--- src/rtl/result_wb_control_pkg.sv ---
// AXI encodings and helpers shared by the DDR read and write paths.
package result_wb_control_pkg;

    localparam logic [1:0] AXI_BURST_INCR   = 2'b01;
    localparam logic [1:0] AXI_RESP_OKAY    = 2'b00;
    localparam logic [3:0] AXI_CACHE_NORMAL = 4'b0011;

    // Number of bits needed to hold value (clogb2(4) == 3).
    function automatic int clogb2(input int value);
        clogb2 = 0;
        for (int v = value; v > 0; v = v >> 1) clogb2++;
    endfunction

endpackage

--- src/rtl/result_wb_control.sv ---
// AXI4 write master draining the result FIFO to DDR in INCR bursts,
// one burst outstanding at a time.
module result_wb_control #(
    parameter int C_AXI_ID_WIDTH   = 10,
    parameter int C_AXI_ADDR_WIDTH = 32,
    parameter int C_AXI_DATA_WIDTH = 32,
    parameter int SINGLE_LEN       = 24,
    parameter int MAX_BURST        = 8
) (
    input  logic                          clk,
    input  logic                          rst_n,
    input  logic                          init_cmptd,
    input  logic                          start,
    input  logic [C_AXI_ADDR_WIDTH-1:0]   st_addr,
    input  logic [SINGLE_LEN-1:0]         len,
    input  logic                          src_empty,
    input  logic [C_AXI_DATA_WIDTH-1:0]   src_data,
    output logic                          src_req,
    output logic [C_AXI_ID_WIDTH-1:0]     axi_awid,
    output logic [C_AXI_ADDR_WIDTH-1:0]   axi_awaddr,
    output logic [7:0]                    axi_awlen,
    output logic [2:0]                    axi_awsize,
    output logic [1:0]                    axi_awburst,
    output logic                          axi_awlock,
    output logic [3:0]                    axi_awcache,
    output logic [2:0]                    axi_awprot,
    output logic                          axi_awvalid,
    input  logic                          axi_awready,
    output logic [C_AXI_DATA_WIDTH-1:0]   axi_wdata,
    output logic [C_AXI_DATA_WIDTH/8-1:0] axi_wstrb,
    output logic                          axi_wlast,
    output logic                          axi_wvalid,
    input  logic                          axi_wready,
    input  logic [C_AXI_ID_WIDTH-1:0]     axi_bid,
    input  logic [1:0]                    axi_bresp,
    input  logic                          axi_bvalid,
    output logic                          axi_bready,
    output logic                          idle,
    output logic                          done,
    output logic                          err
);
    import result_wb_control_pkg::*;

    localparam int         BYTES  = C_AXI_DATA_WIDTH / 8;
    localparam logic [2:0] AWSIZE = 3'(clogb2(BYTES) - 1);

    localparam logic [2:0] S_IDLE = 3'd0;
    localparam logic [2:0] S_AW   = 3'd1;
    localparam logic [2:0] S_W    = 3'd2;
    localparam logic [2:0] S_B    = 3'd3;
    localparam logic [2:0] S_DONE = 3'd4;

    logic [2:0]                  state;
    logic [C_AXI_ADDR_WIDTH-1:0] addr;
    logic [SINGLE_LEN-1:0]       remaining;
    logic [8:0]                  beat_cnt;
    logic [8:0]                  beats;
    logic                        w_hs;
    logic                        unused_bid;

    // remaining only changes in B, so beats/awlen hold steady through AW and W.
    assign beats = (remaining >= SINGLE_LEN'(MAX_BURST)) ? 9'(MAX_BURST) : 9'(remaining);

    assign axi_awid    = '0;
    assign axi_awaddr  = addr;
    assign axi_awlen   = 8'(beats - 9'd1);
    assign axi_awsize  = AWSIZE;
    assign axi_awburst = AXI_BURST_INCR;
    assign axi_awlock  = 1'b0;
    assign axi_awcache = AXI_CACHE_NORMAL;
    assign axi_awprot  = 3'b000;
    assign axi_awvalid = (state == S_AW);

    // Show-ahead FIFO: the head word goes straight onto the bus, popped on handshake.
    assign axi_wdata  = src_data;
    assign axi_wstrb  = '1;
    assign axi_wvalid = (state == S_W) && !src_empty;
    assign axi_wlast  = (state == S_W) && (beat_cnt == beats - 9'd1);
    assign w_hs       = axi_wvalid && axi_wready;
    assign src_req    = w_hs;

    assign axi_bready = (state == S_B);
    assign idle       = (state == S_IDLE);
    assign done       = (state == S_DONE);
    assign unused_bid = ^axi_bid;

    always_ff @(posedge clk) begin
        if (!rst_n || !init_cmptd) begin
            state     <= S_IDLE;
            addr      <= '0;
            remaining <= '0;
            beat_cnt  <= '0;
            err       <= 1'b0;
        end else begin
            case (state)
                S_IDLE: if (start) begin
                    addr      <= st_addr;
                    remaining <= len;
                    err       <= 1'b0;
                    beat_cnt  <= '0;
                    state     <= (len == '0) ? S_DONE : S_AW;
                end
                S_AW: if (axi_awready) begin
                    beat_cnt <= '0;
                    state    <= S_W;
                end
                S_W: if (w_hs) begin
                    beat_cnt <= beat_cnt + 9'd1;
                    if (axi_wlast) state <= S_B;
                end
                S_B: if (axi_bvalid) begin
                    if (axi_bresp != AXI_RESP_OKAY) err <= 1'b1;
                    remaining <= remaining - SINGLE_LEN'(beats);
                    addr      <= addr + C_AXI_ADDR_WIDTH'(beats) * C_AXI_ADDR_WIDTH'(BYTES);
                    state     <= (remaining == SINGLE_LEN'(beats)) ? S_DONE : S_AW;
                end
                S_DONE:  state <= S_IDLE;
                default: state <= S_IDLE;
            endcase
        end
    end

endmodule

--- config.mk ---
export PLATFORM = sky130hd
export DESIGN_NAME = result_wb_control
export DESIGN_NICKNAME = d
export VERILOG_FILES = /design/src/rtl/result_wb_control_pkg.sv /design/src/rtl/result_wb_control.sv
export SDC_FILE = /design/constraint.sdc
export NUM_CORES = 1
export LEC_CHECK = 0
export CORE_MARGIN = 5
export CORE_UTILIZATION = 40
export DETAILED_ROUTE_END_ITERATION = 8
export PLACE_DENSITY = 0.82
export SKIP_CTS_REPAIR_TIMING = 1
export SLEW_MARGIN = 25
export SYNTH_ARGS = -nofsm -noshare
export SYNTH_HDL_FRONTEND = slang
export SYNTH_SLANG_ARGS = --single-unit
--- constraint.sdc ---
create_clock -name clk -period 2.94 [get_ports clk]
set_clock_uncertainty 0.1 [all_clocks]
set_input_delay 0.441 -clock clk [delete_from_list [all_inputs] [get_ports clk]]
set_output_delay 0.441 -clock clk [all_outputs]
set_load 0.01 [all_outputs]
==> results of run 1 <==
[cell type report]
type / count / area [µm²]
Clock buffer: 9 / 225.2
Clock inverter: 7 / 113.9
Fill cell: 1068 / 5194
Inverter: 11 / 43.79
Multi-Input combinational cell: 512 / 3605
Sequential cell: 69 / 1388
Tap cell: 172 / 215.2
Timing Repair Buffer: 202 / 1836
[worst reg2reg max path, stage by stage (launching register included)]
cell and delay (ps):
dfxtp_2 330, nor4_4 410, and3_1 240, and4_1 210, buf_4 140, ha_4 140, buf_4 120, a211oi_4 60
o21bai_2 200, o211ai_1 120, buf_4 200, and2_4 160, or4_1 490, a31oi_1 130
[cell families (layout without fill, tap and decap cells)]
logic type	after synthesis	after routing
and+or+nand+nor	245	245
muxes	5	5
xor gates and xnor gates	15	15
buffers and inverters	111	229
DFF	69	69
adders and majority gates	13	13
other	2	33
AOI/OAI and AO/OA	201	201
[stage by stage]
step           util (%)  setup TNS (ps)  cell area [µm²]  hold WS [ps]  setup slack (ps)
6_report          58.84           -1877             7426         372.7            -273.6
5_1_grt           58.84           -5278             7426         402.0            -393.3
4_1_cts           55.55           -5066             7010         374.8            -796.4
3_5_place_dp      52.87           -3446             6671         361.0            -435.1
3_3_place_gp      52.87           -2180             6671         345.3            -385.0
2_1_floorplan         -          -79.63             5330         374.1            -26.87
[registers in the layout, indices dropped and copies added (netlist names)]
| register | flops |
|---|---|
| beat_cnt | 9 |
| remaining | 24 |
| axi_awaddr | 32 |
| state | 3 |
| err | 1 |
[worst paths after layout]
kind	from	end	cells past startpoint
max	remaining[12]	axi_wlast	12
min	axi_awaddr[0]	axi_awaddr[0]	2
max reg2reg	remaining[12]	axi_awaddr[29]	13
min reg2reg	axi_awaddr[0]	axi_awaddr[0]	2
[metal layers]
metal / vias to the layer above / GRT usage [%]
li1: 2670 / -
met2: 310 / 32.28
met5: - / 0
met4: 0 / 9.135
met3: 42 / 4.620
met1: 2740 / 28.39
[Yosys cell counts (all sizes together) (4+ instances only)]
master and n:
nor2b 4, and2 13, nor3 28, a31oi 17, a41oi 5, or3 5
o21a 4, o211ai 5, a22oi 5, nand2 67, dfxtp 69, a221oi 4
a21oi 35, xnor2 5, nand4 13, nor4 22, nor2 49, o21ai 46
a21o 4, o311ai 7, and3 12, ha 12, buf 76, o2111ai 4
clkbuf 24, nand2b 5, a211oi 24, nand3 18, inv 11, xor2 9
mux2i 4, a311oi 9
[power breakdown]
| part | switching (W) | internal (W) | leakage, nW | total, W |
|---|---|---|---|---|
| registers | 0.0000410 | 0.000969 | 0.564 | 0.00101 |
| logic | 0.000407 | 0.000382 | 2.15 | 0.000789 |
| clock network | 0.000440 | 0.000825 | 0.169 | 0.00127 |
==> results.py, run 1 <==
metrics = {
    "status": {
        "status": "finished, violations left",
        "violations": "setup timing",
    },
    "drt": {
        "top_layer": "met4",
        "drc": 0,
        "wl_met1_mm": 7.518,
        "dr.pass1.iters": 5,
        "final_antenna_net_count": 0,
        "routed_wl_mm": 17.46,
        "routed-wl-met2_mm": 8.064,
        "wl_met3_mm": 1.486,
        "wl_per_cell_um": 17.78,
        "drtIter0Drc": 591,
        "vias_per_cell": 5.868,
        "vias": 5762,
    },
    "floorplan": {
        "die_w_um": 123.2,
        "ios": 215,
        "core_area_um2": 12620,
        "dieArea_um2": 15190,
        "rows": 41,
        "die_h_um": 123.2,
        "start_util_pct": 40.64,
    },
    "placement": {
        "port_buffers": 113,
        "gp_congestion": 0.8918,
        "dpl.cell_count": 958,
        "dp_hpwl_mm": 11.92,
    },
    "clock_tree": {
        "cts_tree": "yes",
        "worstSkewPairLatency_ps": 350,
        "cts_root_buf": "clkbuf_16",
        "clock-sinks": 69,
        "htree_levels": 3,
        "clockBufferDepth": 2,
        "cts_made_buffers": 9,
        "clk_pin_slew_ps": 60,
    },
    "min_path": {
        "hold_class": "flop to flop",
    },
    "worst_setup_path": {
        "rrSetupSlack_ps": -170,
        "crit_fanout": 4,
        "crit_chain": "nor4_4 > and3_1 > and4_1 > inv_2 > ha_4 > nand2b_1 > nor2_1 > o2111ai_1 > a22o_1 > o2111ai_2 > nor2_2 > buf_2",
        "arrival_ps": 2670,
        "max_stage_delay_ps": 410,
        "cp-end-kind": "output port",
        "crit_path_start_kind": "flop",
        "critPathTopFamily": "simple AND/OR/NAND/NOR gates",
        "path_class": "flop to output port",
        "crit_buf_inv": 2,
        "crit_slowest_cell": "nor4_4",
        "critical_path_required_ps": 2400,
    },
    "synth": {
        "synthSimpleGateAreaFrac_pct": 25.76,
        "synth_cell_types": 73,
        "mappedNetlistArea_um2": 5129,
        "synthMuxAreaShare_pct": 1.000,
        "synth-edff-count": 0,
        "synth_area_leaders": "dfxtp_1 27%, buf_4 8.9%, nand2_1 4.8%",
        "async_flop_share_pct": 0,
        "yosysTopAreaCellShare_pct": 26.93,
        "yosysSeqAreaShare_pct": 26.93,
        "synth_ff_type": "dfxtp_1",
        "avgSynthCellArea_um2": 7.759,
        "syn_inst": 661,
        "ys_seq_elements": 69,
        "yosys_warnings": 0,
        "yosysTopAreaCell": "dfxtp_1",
        "synth_adder_area_share_pct": 3.318,
        "synth_top_family_by_area": "compound AO/OA/AOI/OAI gates",
        "synth_compound_area_share_pct": 26.91,
        "synth_xor_area_share_pct": 2.830,
    },
    "finish": {
        "num_antenna_cells": 0,
        "nNetsFinal": 926,
        "drive_gt1_share_pct": 22.84,
        "final_cells": 982,
        "final_cell_mix": "107 x clkdlybuf4s50_1, 85 x buf_4, 64 x dfxtp_1",
        "final_common_cell": "clkdlybuf4s50_1",
        "area_growth_pct": 44.79,
    },
    "power": {
        "p_leak_nw": 2.886,
        "pwr_density_cell_nw_per_um2": 412.7,
        "p_total_w": 0.003065,
        "vdd_drop_max_uv": 253.3,
    },
    "global_routing": {
        "grt_pass1_vias": 5155,
        "grt_pass1_wl_mm": 25.54,
        "track_usage_pct": 21.03,
        "grt_max_degree": 55,
        "antenna_found_initial": 0,
        "grt_overflow": 0,
    },
    "sta": {
        "worst_pin_slew_ps": 736.0,
        "clock.fmax_ghz": 0.3112,
        "period_share_pct": 109.3,
        "slew_violations": 0,
        "fin_crit_ps": 3214,
        "hold_viol_final": 0,
        "setup_ws_ps": -273.6,
        "maxSlewHeadroom_pct": 49.66,
        "setup-violations-final": 22,
        "rsz0062_at_grt": "yes",
    },
    "job": {
        "drv_cap": 0,
    },
}
Power figures use the tool's default switching activity.
==> run 2: changes to the inputs <==
--- a/config.mk
+++ b/config.mk
@@ -5,7 +5,6 @@
 export SDC_FILE = /design/constraint.sdc
 export NUM_CORES = 1
 export LEC_CHECK = 0
-export CORE_MARGIN = 5
 export CORE_UTILIZATION = 40
 export DETAILED_ROUTE_END_ITERATION = 8
 export PLACE_DENSITY = 0.82
==> run 2 against run 1 <==
  * The flow still finishes with violations (setup timing)
  * Worst hold slack worse by 12 ps
  * Critical endpoint unchanged
  * Critical path type unchanged
  * Sequential power about the same
  * Flip-flop and latch count unchanged
  * Cell count decreased by 1.2%
==> results.py, run 2 (synthesis gave the netlist of run 1 again) <==
metrics = {
    "status": {
        "status": "finished, violations left",
        "violations": "setup timing",
    },
    "global_routing": {
        "antenna_found_initial": 0,
        "grtUsageMet2_pct": 39.16,
        "track_usage_pct": 24.26,
        "grtUsageMet3_pct": 4.164,
        "grt_pass1_wl_mm": 25.59,
        "grt_use_met1_pct": 32.57,
        "busiest_layer": "met2",
        "grt_pass1_vias": 5172,
        "grt_overflow": 0,
        "grt_max_degree": 55,
    },
    "clock_tree": {
        "worstSkewPairLatency_ps": 340,
        "clk_pin_slew_ps": 60,
        "clockBufferDepth": 2,
        "htree_levels": 3,
        "cts_root_buf": "clkbuf_16",
        "clock-sinks": 69,
        "cts_tree": "yes",
        "cts_made_buffers": 9,
    },
    "floorplan": {
        "core_area_um2": 12260,
        "rows": 40,
        "ios": 215,
        "start_util_pct": 41.83,
        "dieArea_um2": 13280,
        "die_w_um": 115.2,
        "die_h_um": 115.2,
    },
    "power": {
        "vdd_drop_max_uv": 239.6,
        "p_switching_w": 0.0008842,
        "pwr_density_cell_nw_per_um2": 419.1,
        "p_clk_share_pct": 41.2,
        "p_leak_nw": 2.838,
        "pwr-share-comb_pct": 25.8,
        "p_seq_share_pct": 33.0,
        "internal-power_w": 0.002182,
        "switching_share_pct": 28.84,
    },
    "worst_setup_path": {
        "crit_slowest_cell": "dfxtp_2",
        "cp-end-kind": "output port",
        "reg2reg_depth": 15,
        "rrSetupSlack_ps": -250,
        "path_class": "flop to output port",
        "crit_buf_inv": 2,
        "critPathTopFamily": "simple AND/OR/NAND/NOR gates",
        "max_stage_delay_ps": 340,
        "r2r_start": "remaining[22]",
        "crit_fanout": 3,
        "rr_endpoint": "axi_awaddr[14]",
        "arrival_ps": 2660,
        "crit_chain": "nor4_4 > buf_4 > nand2_4 > nor3_4 > nand2_2 > ha_4 > xnor2_2 > nor3_1 > a22o_1 > o2111ai_2 > nor2_1 > buf_2",
        "crit_path_start_kind": "flop",
        "critical_path_required_ps": 2400,
    },
    "drt": {
        "drtIter0Drc": 472,
        "dr.pass1.iters": 5,
        "drc": 0,
        "routed_wl_mm": 17.07,
        "vias": 5671,
        "final_antenna_net_count": 0,
        "wl_per_cell_um": 17.60,
        "vias_per_cell": 5.846,
    },
    "sta": {
        "maxSlewHeadroom_pct": 49.54,
        "fin_crit_ps": 3204,
        "setup_ws_ps": -263.9,
        "period_share_pct": 109.0,
        "rsz0062_at_grt": "yes",
        "timing.hold.ws_ps": 360.9,
        "slew_violations": 0,
        "setup-violations-final": 23,
        "worst_pin_slew_ps": 737.8,
        "hold_viol_final": 0,
        "clock.fmax_ghz": 0.3121,
        "setup_tns_ps": -3394,
    },
    "finish": {
        "area_growth_pct": 42.64,
        "largest_register_ff_count": 32,
        "drive_gt1_share_pct": 22.69,
        "n_fill_cell": 1008,
        "num_antenna_cells": 0,
        "final_cell_mix": "107 x clkdlybuf4s50_1, 79 x buf_4, 63 x nand2_1",
        "nNetsFinal": 918,
        "final_common_cell": "clkdlybuf4s50_1",
    },
    "placement": {
        "port_buffers": 113,
        "gp_congestion": 0.8572,
        "dp_hpwl_mm": 11.49,
    },
    "min_path": {
        "worstHoldStart": "axi_awaddr[0]",
        "hold_class": "flop to flop",
        "hold_path_end": "axi_awaddr[0]",
        "min_path_cells": 2,
    },
    "job": {
        "drv_cap": 0,
    },
}
## run 2: cell count changes in the layout (fill, tap and decap cells not counted), moves of 2 or more
| cell | change |
|---|---|
| buf_4 | -6 |
| dfxtp_1 | -5 |
| dfxtp_2 | +5 |
| a211oi_1 | -3 |
| a211oi_2 | +3 |
| a31oi_1 | +3 |
| a31oi_2 | -2 |
| buf_6 | -2 |
## run 2: stage by stage
| stage | instances | worst slack, ps | instance area [µm²] | util (%) | total power [W] |
|---|---|---|---|---|---|
| 5_1_grt | 970 | -364.4 | 7316 | 59.66 | 0.003172 |
| 4_1_cts | 964 | -702.4 | 6948 | 56.66 | 0.002975 |
| 3_3_place_gp | 948 | -323.0 | 6609 | 53.90 | 0.001720 |
| 2_1_floorplan | 692 | -26.87 | 5330 | - | 0.001473 |
| 6_report | 970 | -263.9 | 7316 | 59.66 | 0.003066 |
| 3_5_place_dp | 948 | -341.0 | 6609 | 53.90 | 0.001729 |
## run 2: cell type report
cell class              count  area [µm²]  area share (%)
inverters                  11       43.79          0.5986
repair buffers            194        1758           24.03
flip-flops and latches     69        1394           19.05
clock inverters             7       113.9           1.556
clock buffers               9       225.2           3.079
multi-input cells         512        3571           48.81
well taps                 168       210.2           2.873
## run 2: layer usage
metal | routed length [µm] | share of wire [%]
met5 | 0 | 0
met4 | 297 | 1.7
met3 | 1318 | 7.7
met2 | 8220 | 48
met1 | 7237 | 42
## run 2: how the worst max path moves through the flow
| stage | start | depth (start not counted) | end | slack, ps |
|---|---|---|---|---|
| 2_1_floorplan | remaining[19] | 12 | axi_awaddr[19] | -30 |
| 3_3_place_gp | remaining[15] | 11 | axi_wlast | -320 |
| 3_5_place_dp | remaining[8] | 11 | axi_wlast | -340 |
| 4_1_cts | remaining[8] | 11 | axi_wlast | -700 |
| 5_1_grt | remaining[22] | 15 | axi_awaddr[13] | -360 |
| 6_report | remaining[22] | 12 | axi_wlast | -260 |
## run 2: power by group through the flow
stage	combinational [W]	sequential, W	clock (W)
5_1_grt	0.000846	0.00102	0.00131
4_1_cts	0.000709	0.00101	0.00126
3_3_place_gp	0.000695	0.00103	0
2_1_floorplan	0.000442	0.00103	0
3_5_place_dp	0.000703	0.00103	0
6_report	0.000791	0.00101	0.00126
## run 2: worst register-to-register path, stage by stage (launching register included)
cell	delay, ps
dfxtp_2	340
nor4_4	340
buf_4	200
nand2_4	60
nor3_4	200
buf_4	160
and2_4	150
ha_4	210
a211oi_4	340
o21ai_4	90
a31oi_1	140
buf_4	200
nor2_2	50
buf_6	170
a311oi_2	270
a211oi_1	70
